**config.mk**
```make
export PLATFORM = sky130hd
export DESIGN_NAME = uart_tx_fifo_drain
export DESIGN_NICKNAME = d
export VERILOG_FILES = /design/src/rtl/uart_tx_fifo_drain.sv
export SDC_FILE = /design/constraint.sdc
export NUM_CORES = 1
export LEC_CHECK = 0
export BUFFER_PORTS_ARGS = -buffer_cell sky130_fd_sc_hd__buf_4
export CORE_MARGIN = 3
export CORE_UTILIZATION = 60
export CTS_CLUSTER_SIZE = 40
export DETAILED_ROUTE_END_ITERATION = 10
export HOLD_SLACK_MARGIN = 0.12
export PLACE_DENSITY = 0.8
export SLEW_MARGIN = 20
export SYNTH_ARGS = -nofsm -noshare
export SYNTH_HDL_FRONTEND = slang
export SYNTH_SLANG_ARGS = --single-unit
```
**constraint.sdc**
```tcl
create_clock -name clk_i -period 3.76 [get_ports clk_i]
set_clock_uncertainty 0.2 [all_clocks]
set_input_delay 0.188 -clock clk_i [delete_from_list [all_inputs] [get_ports clk_i]]
set_output_delay 0.188 -clock clk_i [all_outputs]
set_load 0.02 [all_outputs]
```
**src/rtl/uart_tx_fifo_drain.sv**
```systemverilog
// Transmit-side FIFO drain: pops bytes from the TX FIFO and serialises them
// as 8N1 frames (start 0, data LSB first, stop 1) onto a registered txd_o.
//
// state | meaning
// IDLE  | line high, waiting for enable_i and a non-empty FIFO
// START | driving the start bit (0) for CLK_DIV cycles
// DATA  | driving shreg[0], shifting right at each bit-period end
// STOP  | driving the stop bit (1); final cycle may pop the next byte
module uart_tx_fifo_drain #(
    parameter int CLK_DIV    = 16,
    parameter int DIV_WIDTH  = 16,
    parameter int DATA_WIDTH = 8
) (
    input  logic                  clk_i,
    input  logic                  rst_i,
    input  logic                  enable_i,
    input  logic                  fifo_empty_i,
    input  logic [DATA_WIDTH-1:0] fifo_data_i,
    output logic                  fifo_ren_o,
    output logic                  txd_o,
    output logic                  busy_o
);

    localparam int BIT_W = $clog2(DATA_WIDTH + 1);
    localparam logic [DIV_WIDTH-1:0] CNT_LAST = DIV_WIDTH'(CLK_DIV - 1);
    localparam logic [BIT_W-1:0]     BIT_LAST = BIT_W'(DATA_WIDTH - 1);

    typedef enum logic [1:0] {IDLE, START, DATA, STOP} state_t;

    state_t                state_q, state_d;
    logic [DIV_WIDTH-1:0]  cnt_q, cnt_d;
    logic [BIT_W-1:0]      bit_q, bit_d;
    logic [DATA_WIDTH-1:0] shreg_q, shreg_d;
    logic                  txd_q, txd_d;
    logic                  busy_q, busy_d;
    logic                  cnt_last;
    logic                  can_pop;
    logic                  pop;

    assign cnt_last = (cnt_q == CNT_LAST);
    // Reset gates the pop so the FIFO never loses a byte to a cycle we discard.
    assign can_pop  = enable_i && !fifo_empty_i && !rst_i;

    always_comb begin
        state_d = state_q;
        cnt_d   = cnt_q + DIV_WIDTH'(1);
        bit_d   = bit_q;
        shreg_d = shreg_q;
        pop     = 1'b0;
        unique case (state_q)
            IDLE: begin
                cnt_d = '0;
                if (can_pop) begin
                    pop     = 1'b1;
                    shreg_d = fifo_data_i;
                    bit_d   = '0;
                    state_d = START;
                end
            end
            START: begin
                if (cnt_last) begin
                    cnt_d   = '0;
                    bit_d   = '0;
                    state_d = DATA;
                end
            end
            DATA: begin
                if (cnt_last) begin
                    cnt_d   = '0;
                    shreg_d = shreg_q >> 1;
                    if (bit_q == BIT_LAST) begin
                        state_d = STOP;
                    end else begin
                        bit_d = bit_q + BIT_W'(1);
                    end
                end
            end
            STOP: begin
                if (cnt_last) begin
                    cnt_d = '0;
                    if (can_pop) begin
                        pop     = 1'b1;
                        shreg_d = fifo_data_i;
                        bit_d   = '0;
                        state_d = START;
                    end else begin
                        state_d = IDLE;
                    end
                end
            end
            default: begin
                cnt_d   = '0;
                state_d = IDLE;
            end
        endcase
    end

    // Line level is derived from the next state so txd_o and busy_o move together.
    always_comb begin
        txd_d  = 1'b1;
        busy_d = (state_d != IDLE);
        unique case (state_d)
            START:   txd_d = 1'b0;
            DATA:    txd_d = shreg_d[0];
            default: txd_d = 1'b1;
        endcase
    end

    always_ff @(posedge clk_i) begin
        if (rst_i) begin
            state_q <= IDLE;
            cnt_q   <= '0;
            bit_q   <= '0;
            shreg_q <= '0;
            txd_q   <= 1'b1;
            busy_q  <= 1'b0;
        end else begin
            state_q <= state_d;
            cnt_q   <= cnt_d;
            bit_q   <= bit_d;
            shreg_q <= shreg_d;
            txd_q   <= txd_d;
            busy_q  <= busy_d;
        end
    end

    assign fifo_ren_o = pop;
    assign txd_o      = txd_q;
    assign busy_o     = busy_q;

endmodule

```
==> results.yml <==
clocking:
  htreeDepth: 2
  post_cts_buffers: 0
  clockBufferDepth: 2
  tritoncts: "yes"
  clock_latency_ns: 0.35
  cts_sinks: 32
  clockRootBuffer: "clkbuf_4"
  cts_buffers: 5
  path_clk_slew_ns: 0.10
grt:
  antenna_found_initial: 0
  grt_overflow_total: 0
  grtUsageTotal_pct: 22.3
  grt_pass1_vias: 1252
  grt_pass1_wl_um: 5640
  grt_max_degree: 17
placed_design:
  dp_slack_ns: 1.42
  gp_congestion: 0.925
  dpl.hpwl_um: 2280
  dp_cells: 214
  placement.io_buffers: 14
final_layout:
  diodes: 0
  nets: 218
  drive_gt1_share_pct: 18.5
  layout_common_cells: "dfxtp_1, nor2_1, buf_4"
  layout_commonest_cell: "dfxtp_1"
  layout.cells.non_filler: 230
  post-route-util_pct: 75.1
  fillers: 198
  area_growth_syn_to_layout_pct: 15.9
route:
  vias: 1341
  drc: 0
  ant_nets: 0
  drt_iter0_drc: 66
  drt_first_pass_iters: 4
  routed_wirelength_um: 3350
  wl_per_cell_um: 14.6
  viasPerCell: 5.83
floorplanning:
  rows: 18
  core_area_mm2: 0.00254
  die_w_um: 58.4
  io_pins: 15
  initial_core_util_pct: 64.8
  die_h_um: 58.4
  die-area_mm2: 0.00341
synthesis:
  synthArstFlopShare_pct: 0
  netlist_instances: 178
  synth_seq_cells: 32
  synth-edff-count: 0
  synthFlopType: "dfxtp_1"
  synth.distinct_cells: 49
  ys_seq_area_share_pct: 38.8
  yosysWarnings: 0
  synth.avg_cell_area_um2: 9.26
  syn-cell-area_mm2: 0.00165
  synth_nets: 197
outcome:
  outcome: "finished, final reports clean"
timing:
  finalCriticalPeriod_ns: 2.82
  setup_viol: 0
  period_share_pct: 75.0
  rsz0062_at_grt: "no"
  setup_tns_ns: 0
  hold_viol: 0
  maxSlewViolCount: 0
  fin_ws_ns: 0.941
  relSlewSlack_pct: 72.0
  worstMarginPinSlew_ns: 0.418
  fmax_mhz: 355
power_and_ir_drop:
  power_density_mw_per_mm2: 365
  power_mw: 0.697
  clock_power_share_pct: 42.7
  p_leak_nw: 0.727
  p_int_mw: 0.546
  ir_drop_mv: 0.379
  seqPwrFrac_pct: 49.6
  p_sw_share_pct: 21.6
  p_switching_mw: 0.151
  combPwrFrac_pct: 7.7
setup_path:
  end_kind: "register"
  critPathLaunchType: "register"
  critPathKind: "reg2reg"
  critPathMaxFanout: 9
  cp.required_ns: 3.86
  reg2reg_depth: 8
  critPathArrivalTime_ns: 2.92
flow_run:
  cap_violations: 0
worst_hold_path:
  hold_path_depth: 5
  hp-class: "in2reg"
## path summary, 6_finish.rpt
kind | startpoint | to | slack, ns
min | fifo_empty_i | state_q[1] | 0.24
min reg2reg | cnt_q[0] | cnt_q[0] | 0.26
max reg2reg | cnt_q[0] | shreg_q[6] | 0.94
max | cnt_q[0] | shreg_q[6] | 0.94
## flip-flops by register name, summed over array words and instances (netlist names)
signal and cells:
bit_q 4, busy_o 1, cnt_q 16, shreg_q 8
state_q 2, txd_o 1
## what timing repair did
item	in CTS	in global routing
gates resized for setup	0	0
endpoints found under the hold margin	16	0
hold buffers	8	0
## layout make-up
class / instances / area [um2] / area share [%]
multi-input cells: 133 / 933 / 48.9
flip-flops and latches: 32 / 641 / 33.5
repair buffers: 22 / 185 / 9.69
clock buffers: 7 / 65.1 / 3.41
well taps: 30 / 37.5 / 1.96
clock inverters: 1 / 30.0 / 1.57
inverters: 5 / 18.8 / 0.982
## metal layers
layer / vias up / global-route usage (%) / wire length, um
met2: 28 / 33.7 / 1520
met4: 0 / 14.2 / 104
met3: 10 / 6.80 / 154
li1: 678 / - / -
met1: 625 / 27.5 / 1570
met5: - / 0 / 0
## worst max-delay path, stage by stage (launching register included)
cell and delay [ns]:
dfxtp_1 0.37, ha_1 0.18, and3_1 0.28, nand4_1 0.28, o21ai_4 0.36, a22oi_2 0.12, or3_1 0.32, a21oi_2 0.12
dlygate4sd3_1 0.55
## power by group through the flow
stage | Clock [mW] | Sequential, mW | Combinational (mW)
2_1_floorplan | 0 | 0.354 | 0.0278
3_3_place_gp | 0 | 0.354 | 0.0445
3_5_place_dp | 0 | 0.354 | 0.0463
4_1_cts | 0.304 | 0.346 | 0.0526
5_1_grt | 0.319 | 0.347 | 0.0586
6_report | 0.298 | 0.346 | 0.0537
## cell usage after synthesis (all sizes together), types with 2 or more instances
| master | instances | share of area [%] |
|---|---|---|
| a211oi | 2 | 0.91 |
| a21oi | 8 | 2.7 |
| a22o | 10 | 5.3 |
| a22oi | 2 | 1.2 |
| and2 | 2 | 0.91 |
| and3 | 7 | 2.7 |
| buf | 5 | 2.7 |
| clkbuf | 3 | 0.76 |
| dfxtp | 32 | 39 |
| ha | 7 | 5.3 |
| inv | 5 | 1.1 |
| nand2 | 6 | 1.4 |
| nand3 | 9 | 2.7 |
| nand3b | 2 | 0.91 |
| nand4 | 2 | 0.76 |
| nor2 | 26 | 5.9 |
| nor2b | 4 | 1.5 |
| nor3 | 3 | 1.2 |
| nor3b | 2 | 1.2 |
| nor4 | 3 | 3.3 |
| o21ai | 6 | 2.5 |
| o22ai | 2 | 0.76 |
| or3 | 4 | 1.7 |
| xnor2 | 8 | 4.2 |
| xor2 | 5 | 2.7 |
## through the flow
| stage | hold WS [ns] | instance area (um2) |
|---|---|---|
| after floorplan | 0.142 | 1650 |
| after global placement | 0.223 | 1740 |
| after detailed placement | 0.234 | 1740 |
| after CTS | 0.229 | 1910 |
| after global routing | 0.290 | 1910 |
| final | 0.238 | 1910 |
## cells by family (layout without fill, tap and decap cells)
| logic type | after synthesis | after routing | share of synthesized area [%] |
|---|---|---|---|
| DFF | 32 | 32 | 38.8 |
| buffers and inverters | 13 | 35 | 4.55 |
| adders and majority gates | 7 | 7 | 5.31 |
| and+or+nand+nor | 73 | 73 | 25.6 |
| xor gates and xnor gates | 13 | 13 | 6.90 |
| AOI/OAI and AO/OA | 39 | 39 | 18.1 |
| muxes | 1 | 1 | 0.683 |
Power figures use the tool's default switching activity.
